$ cat config.mk
export PLATFORM = sky130hd
export DESIGN_NAME = encoder_8_3_pending
export DESIGN_NICKNAME = d
export VERILOG_FILES = /design/src/rtl/enc_pkg.sv /design/src/rtl/encoder_8_3_pending_pick_8.sv /design/src/rtl/encoder_8_3_pending.sv
export SDC_FILE = /design/constraint.sdc
export NUM_CORES = 1
export LEC_CHECK = 0
export CAP_MARGIN = 5
export CORE_MARGIN = 1.5
export CORE_UTILIZATION = 39
export CTS_CLUSTER_SIZE = 12
export DETAILED_ROUTE_END_ITERATION = 10
export HOLD_SLACK_MARGIN = 0.1
export PLACE_DENSITY = 0.75
export SYNTH_ARGS = -nofsm -noshare
export SYNTH_HDL_FRONTEND = slang
export SYNTH_SLANG_ARGS = --single-unit
$ cat constraint.sdc
create_clock -name clk -period 1.55 [get_ports clk]
set_input_delay 0.31 -clock clk [delete_from_list [all_inputs] [get_ports clk]]
set_output_delay 0.31 -clock clk [all_outputs]
set_load 0.005 [all_outputs]
$ cat src/rtl/enc_pkg.sv
// Shared definitions for the 8-to-3 pending-request encoder.
package enc_pkg;

  localparam int NUM_LINES = 8;
  localparam int CODE_W    = 3;

  typedef enum logic {
    IDLE  = 1'b0,
    GRANT = 1'b1
  } state_e;

  function automatic logic [NUM_LINES-1:0] one_hot(input logic [CODE_W-1:0] code);
    one_hot = 8'd1 << code;
  endfunction

endpackage

$ cat src/rtl/encoder_8_3_pending_pick_8.sv
// Combinational selector: highest-bit encode, or rotating search starting above 'start'.
module pick_8
  import enc_pkg::*;
(
  input  logic [7:0] eligible,
  input  logic [2:0] start,
  input  logic       rr_en,
  output logic       any,
  output logic [2:0] idx
);

  logic [15:0] dbl_s;
  logic [7:0]  rot_s;
  logic [2:0]  off_s;
  logic [2:0]  hit_s;

  // Rotate so the search origin lands on bit 0, encode, then rotate the index back.
  always_comb begin
    off_s = rr_en ? (start + 3'd1) : 3'd0;
    dbl_s = {eligible, eligible} >> off_s;
    rot_s = dbl_s[7:0];
    hit_s = 3'd0;
    if (rr_en) begin
      for (int i = NUM_LINES - 1; i >= 0; i--) begin
        if (rot_s[i]) hit_s = 3'(i);
        else          hit_s = hit_s;
      end
    end else begin
      for (int i = 0; i < NUM_LINES; i++) begin
        if (rot_s[i]) hit_s = 3'(i);
        else          hit_s = hit_s;
      end
    end
    any = |eligible;
    idx = hit_s + off_s;
  end

endmodule

$ cat src/rtl/encoder_8_3_pending.sv
// Sticky request capture with a valid/ack handshake presenting one pending index at a time.
module encoder_8_3_pending
  import enc_pkg::*;
#(
  parameter int ROUND_ROBIN = 0
) (
  input  logic       clk,
  input  logic       rst_n,
  input  logic [7:0] req_in,
  input  logic [7:0] mask_in,
  input  logic       ack_in,
  output logic       valid_out,
  output logic [2:0] code_out,
  output logic [7:0] pending_out
);

  localparam logic RR_EN = 1'(ROUND_ROBIN != 0);

  state_e     state_r, state_nxt;
  logic [7:0] pending_r, pending_nxt, clr_s, pick_vec_s;
  logic [2:0] code_r, code_nxt, last_r, last_nxt, start_s, pick_idx_s;
  logic       valid_r, valid_nxt, pick_any_s;

  // While granting, the candidate set already reflects this edge's clear and new requests.
  always_comb begin
    clr_s       = (valid_r && ack_in) ? one_hot(code_r) : 8'h00;
    pending_nxt = (pending_r & ~clr_s) | req_in;
    if (state_r == GRANT) begin
      pick_vec_s = pending_nxt & ~mask_in;
      start_s    = code_r;
    end else begin
      pick_vec_s = pending_r & ~mask_in;
      start_s    = last_r;
    end
  end

  pick_8 u_pick (
    .eligible (pick_vec_s),
    .start    (start_s),
    .rr_en    (RR_EN),
    .any      (pick_any_s),
    .idx      (pick_idx_s)
  );

  // Grant FSM: hold the code until acknowledged, then chain straight into the next one.
  always_comb begin
    state_nxt = state_r;
    valid_nxt = valid_r;
    code_nxt  = code_r;
    last_nxt  = last_r;
    case (state_r)
      IDLE: begin
        if (pick_any_s) begin
          state_nxt = GRANT;
          valid_nxt = 1'b1;
          code_nxt  = pick_idx_s;
        end else begin
          valid_nxt = 1'b0;
        end
      end
      GRANT: begin
        if (ack_in) begin
          last_nxt = code_r;
          if (pick_any_s) begin
            valid_nxt = 1'b1;
            code_nxt  = pick_idx_s;
          end else begin
            state_nxt = IDLE;
            valid_nxt = 1'b0;
          end
        end else begin
          valid_nxt = 1'b1;
        end
      end
      default: begin
        state_nxt = IDLE;
        valid_nxt = 1'b0;
      end
    endcase
  end

  // State, pending and output registers.
  always_ff @(posedge clk or negedge rst_n) begin
    if (!rst_n) begin
      state_r   <= IDLE;
      pending_r <= 8'h00;
      valid_r   <= 1'b0;
      code_r    <= 3'd0;
      last_r    <= 3'd7;
    end else begin
      state_r   <= state_nxt;
      pending_r <= pending_nxt;
      valid_r   <= valid_nxt;
      code_r    <= code_nxt;
      last_r    <= last_nxt;
    end
  end

  assign valid_out   = valid_r;
  assign code_out    = code_r;
  assign pending_out = pending_r;

endmodule

=== Word-level counts from Yosys, hierarchy flattened ===
Index checks and enable logic that the tools add are counted.

* Register bits after elaboration: 12
* Input bits: 19
* Output and inout port bits: 12
* Logic and storage cells: 29

* Equal/unequal tests: 1
* Shift-type cells: 1
* Multiplexer cells: 15
* Bitwise operators: 7
* Reductions and logical operators: 2

{| class="wikitable"
|+ Operators with widths
! kind !! number
|-
| AND 8 bit || 3
|-
| two-way mux 3 bit || 6
|-
| two-way mux 8 bit || 2
|-
| inverter 8 bit || 2
|-
| bitwise OR 8 bit || 1
|-
| OR reduction 8 bit || 1
|-
| left shift 1 x 3 -> 8 bit, first input constant || 1
|-
| one-hot mux 3 bit (2 select lines) || 1
|-
| two-way mux 2 bit || 2
|-
| two-way mux 1 bit || 3
|-
| != test 2 bit, second input constant || 1
|-
| one-hot mux 1 bit (2 select lines) || 1
|-
| logical AND 1 bit || 1
|-
| inverter 1 bit || 1
|}

=== Depth between registers and ports, before layout ===
* Word-level depth: 17
* Depth in mapped cells: 6
* Mapped depth without buffers: 5

=== Modules after synthesis ===
Synthesis repeated with hierarchy kept, for this count alone.

* Cells, all modules: 124
* Area total of the unflattened synthesis: 1315.0 µm²

{| class="wikitable"
|+ By module, submodules not included
! module !! instances !! cells an instance !! area an instance (µm²)
|-
| encoder_8_3_pending || 1 || 69 || 715.7
|-
| pick_8 || 1 || 55 || 599.3
|}

=== Worst setup path after synthesis ===
No wires, ideal clock.

* Kind: reg-to-reg
* Start point: reg code_r[0], in the netlist code_out[0]
* End point: reg code_r[0], in the netlist code_out[0]
* Library setup time: 0.128 ns
* Arrival: 1.630 ns
* Slack: -0.208 ns
* Stages on the path, launching flop included: 7
* Buffers on the path: 1
* Period minus slack after synthesis: 1.758 ns
* Path through: dfrtp_1 > and2_1 > buf_2 > a311oi_4 > nor4_4 > a31oi_1 > mux2_1

* Cells in the longest elaborated chain, start to end: 17
* Elaborated cells on any way between the ends: 18
* Classes of those cells: shift (1); mux (12); bitwise (4); reduce/logical (1)

{| class="wikitable"
|+ Ends and longest elaborated chain
! what !! line !! source
|-
| from (decl) || encoder_8_3_pending.sv:21 || <nowiki>logic [2:0] code_r, code_nxt, last_r, last_nxt, start_s, pick_idx_s;</nowiki>
|-
| from (signal assigned) || encoder_8_3_pending.sv:94 || <nowiki>code_r <= code_nxt;</nowiki>
|-
| left shift 1 x 3 -> 8 bit || enc_pkg.sv:13 || <nowiki>one_hot = 8'd1 << code;</nowiki>
|-
| two-way mux 8 bit || encoder_8_3_pending.sv:26 || <nowiki>clr_s = (valid_r && ack_in) ? one_hot(code_r) : 8'h00;</nowiki>
|-
| inverter 8 bit || encoder_8_3_pending.sv:27 || <nowiki>pending_nxt = (pending_r & ~clr_s) | req_in;</nowiki>
|-
| AND 8 bit || encoder_8_3_pending.sv:27 ||
|-
| bitwise OR 8 bit || encoder_8_3_pending.sv:27 ||
|-
| AND 8 bit || encoder_8_3_pending.sv:29 || <nowiki>pick_vec_s = pending_nxt & ~mask_in;</nowiki>
|-
| two-way mux 8 bit || encoder_8_3_pending.sv:28 || <nowiki>if (state_r == GRANT) begin</nowiki>
|-
| two-way mux 1 bit || encoder_8_3_pending_pick_8.sv:30 || <nowiki>if (rot_s[i]) hit_s = 3'(i);</nowiki>
|-
| two-way mux 2 bit (2 in series) || encoder_8_3_pending_pick_8.sv:30 ||
|-
| two-way mux 3 bit (4 in series) || encoder_8_3_pending_pick_8.sv:30 ||
|-
| two-way mux 3 bit (*) || encoder_8_3_pending.sv:53, encoder_8_3_pending.sv:64 ||
|-
| two-way mux 3 bit || encoder_8_3_pending.sv:62 || <nowiki>if (ack_in) begin</nowiki>
|-
| one-hot mux 3 bit (2 select lines) (*) || encoder_8_3_pending.sv:51 || <nowiki>case (state_r)</nowiki>
|}

Every way passes the cells marked *; elsewhere a longest branch is shown, timed or not. The select of a mux whose other input is x is not followed.
A chain may end at the register's enable or synchronous reset.

=== Worst setup path after layout ===
* Start point: reg code_r[2], in the netlist code_out[2]
* End point: reg code_r[0], in the netlist code_out[0]

* Cells in the longest elaborated chain, start to end: 17
* Elaborated cells on any way between the ends: 18
* Classes of those cells: shift (1); mux (12); bitwise (4); reduce/logical (1)

{| class="wikitable"
|+ Ends and longest elaborated chain
! what !! line
|-
| left shift 1 x 3 -> 8 bit (*) || enc_pkg.sv:13
|-
| two-way mux 8 bit (*) || encoder_8_3_pending.sv:26
|-
| inverter 8 bit (*) || encoder_8_3_pending.sv:27
|-
| AND 8 bit (*) || encoder_8_3_pending.sv:27
|-
| bitwise OR 8 bit (*) || encoder_8_3_pending.sv:27
|-
| AND 8 bit (*) || encoder_8_3_pending.sv:29
|-
| two-way mux 8 bit (*) || encoder_8_3_pending.sv:28
|-
| two-way mux 1 bit || encoder_8_3_pending_pick_8.sv:30
|-
| two-way mux 2 bit (2 in series) || encoder_8_3_pending_pick_8.sv:30
|-
| two-way mux 3 bit (4 in series) || encoder_8_3_pending_pick_8.sv:30
|-
| two-way mux 3 bit (*) || encoder_8_3_pending.sv:53, encoder_8_3_pending.sv:64
|-
| two-way mux 3 bit || encoder_8_3_pending.sv:62
|-
| one-hot mux 3 bit (2 select lines) (*) || encoder_8_3_pending.sv:51
|}

Marks and branches as above.

==> results.ini <==
[yosys]
ys_ff_latch = 12
async_reset_ff_share_pct = 100
ys_types = 29
yosys-top-cells-area = dfrtp_1 36%, a311oi_4 13%, nand2_1 8.5%
ys.flop_type = dfrtp_1
netlist_instances = 87
ys.warnings.count = 0
ys_seq_area_share_pct = 35.9
syn_avg_cell_area_um2 = 9.61
post-synth-top-area-cell = dfrtp_1
yosysTopAreaCellShare_pct = 35.9
syn_area_um2 = 836
synth_edf_count = 0
synth_fp_nets = 106

[global_route]
groute.usage.overall_pct = 22.2
grt_pass1_vias = 914
overflow = 0
antenna_found_initial = 0
grt_pass1_wl_mm = 4.18
grt_start_max_net_pins = 13

[floorplan]
ios = 31
rows = 16
die_y_um = 49.3
fp.dieW_um = 49.3
start_util_pct = 42.2
coreArea_um2 = 1980
dieArea_um2 = 2430

[clock_tree]
path_clk_slew_ns = 0.08
cts_htree_levels = 1
clockBufferDepth = 2
clk_latency_ns = 0.27
hold_buffers = 0
numCtsBuffers = 3
cts_root_buffer = clkbuf_4
cts.sinks = 12
cts_tree = built

[critical_path]
crit_start = code_out[2]
critPathKind = reg -> reg
crit_family = compound AO/OA/AOI/OAI gates
critical_path.max_stage_delay_ns = 0.43
arrival_ns = 1.96
critPathBufInv = 0
crit_chain = and3b_2, a311oi_2, nor2_2, a31oi_1, mux2_1
critPathCaptureType = flop
critPathMaxFanout = 5
crit_path_top_delay_cell = dfrtp_1
worst_setup_path_start_kind = flop
worstPathRequired_ns = 1.71
r2r-start = code_out[2]

[sta]
slew-limit-headroom_pct = 79.2
tightestPinTransition_ns = 0.312
setup_slack_ns = -0.246
period_needed_ns = 1.80
fmax_mhz = 557
min_period_over_period_pct = 116
grt_setup_unrepaired = true
maxSlewViolCount = 0
clock_skew_ns = 0.00115
setup_viol = 4
hold_viol = 0

[drt]
route.detailed.drc = 0
routedWlPerCell_um = 14.7
drt_iter0_drc = 21
drt_first_pass_iters = 4
viasPerCell = 5.19
drtAntennaViolNets = 0
vias = 888
wirelength_mm = 2.51

[layout]
final_cell_mix = 21 x clkdlybuf4s50_1, 20 x buf_4, 19 x nand2_1, 11 x dfrtp_1, 8 x inv_1
drive_gt1_share_pct = 38.2
diodes = 0
syn_to_final_growth_pct = 77.2
fin_nets = 164
instances_no_fill = 171
layout_commonest_cell = clkdlybuf4s50_1

[flow_run]
cap_violations = 0

[status]
violations = negative setup slack
status = finished with violations

[power_and_ir_drop]
power_density_nw_per_um2 = 712
ir_drop_v = 0.000535
fin_total_pwr_w = 0.00105
p_leak_nw = 0.628

[place]
hpwl_mm = 1.89
port_buffers = 30
place_inst = 165
place.gp.congestion = 0.806

[min_path]
hold_class = in -> async

## worst register-to-register path, stage by stage (launching register included)
cell and delay (ns):
dfrtp_1 0.43, and3b_2 0.28, a311oi_2 0.29, nor2_2 0.10, a31oi_1 0.23, mux2_1 0.34
## path summary, 6_finish.rpt
check / endpoint / slack [ns] / cells past startpoint
max: code_out[0] / -0.25 / 5
min: code_out[2] / 0.33 / 2
max reg2reg: code_out[0] / -0.25 / 5
min reg2reg: pending_out[3] / 0.51 / 2
max in group asynchronous: valid_out / 1.05 / 2
min in group clk: pending_out[7] / 0.34 / 3
## kinds of logic after synthesis
group	Yosys count	synth area share, %
buf+inv	12	6.89
compound gates	28	32.5
mux	1	1.35
simple gates	34	23.4
flops	12	35.9
## final cells by class
type	count	area [µm²]
Clock buffer	4	36.3
Fill cell	131	500
Inverter	9	33.8
Multi-Input combinational cell	63	553
Sequential cell	12	302
Tap cell	27	33.8
Timing Repair Buffer	56	523
## what timing repair did
item                                   in CTS  in global routing
resized for setup                          20                 15
setup endpoints to repair                   9                  7
buffers inserted                            2                  1
cloned                                      0                  0
pin swaps                                  14                  9
endpoints found under the hold margin       0                  0
## synthesized netlist by cell type (2+ instances only)
library cell	number
a31oi_1	2
nor2b_1	2
a21oi_1	10
a311oi_1	2
a21o_1	3
nand2_1	19
nor2_1	4
inv_1	9
o22ai_1	2
dfrtp_1	12
a311oi_4	4
## flip-flops by register name, indices dropped and copies added (netlist names)
signal,cells
pending_out,8
valid_out,1
code_out,3
## layer usage
layer	wire length [µm]	track usage, %	up-vias	part of all wire, %
met5	0	0	-	0
met4	36	10.0	0	1.4
met3	87	1.53	4	3.5
met2	1270	36.3	25	50
met1	1120	29.7	429	45
li1	-	-	430	-
## where the power goes
group | switching, W | internal (W)
clock network | 0.000115 | 0.000143
registers | 0.0000268 | 0.000337
logic | 0.000191 | 0.000242
## per-stage QoR
| step | utilization [%] | setup TNS (ns) | setup slack (ns) | hold slack (ns) | cell area, µm² |
|---|---|---|---|---|---|
| after global routing | 74.7 | -0.722 | -0.300 | 0.336 | 1480 |
| after CTS | 71.4 | -0.553 | -0.214 | 0.331 | 1420 |
| after floorplan | - | -0.178 | -0.178 | 0.0144 | 836 |
| final | 74.7 | -0.387 | -0.246 | 0.331 | 1480 |
| after detailed placement | 66.9 | -2.09 | -0.642 | 0.493 | 1330 |
| after global placement | 66.9 | -1.69 | -0.543 | 0.480 | 1330 |
Note: power is estimated with default switching activity, not from simulation.
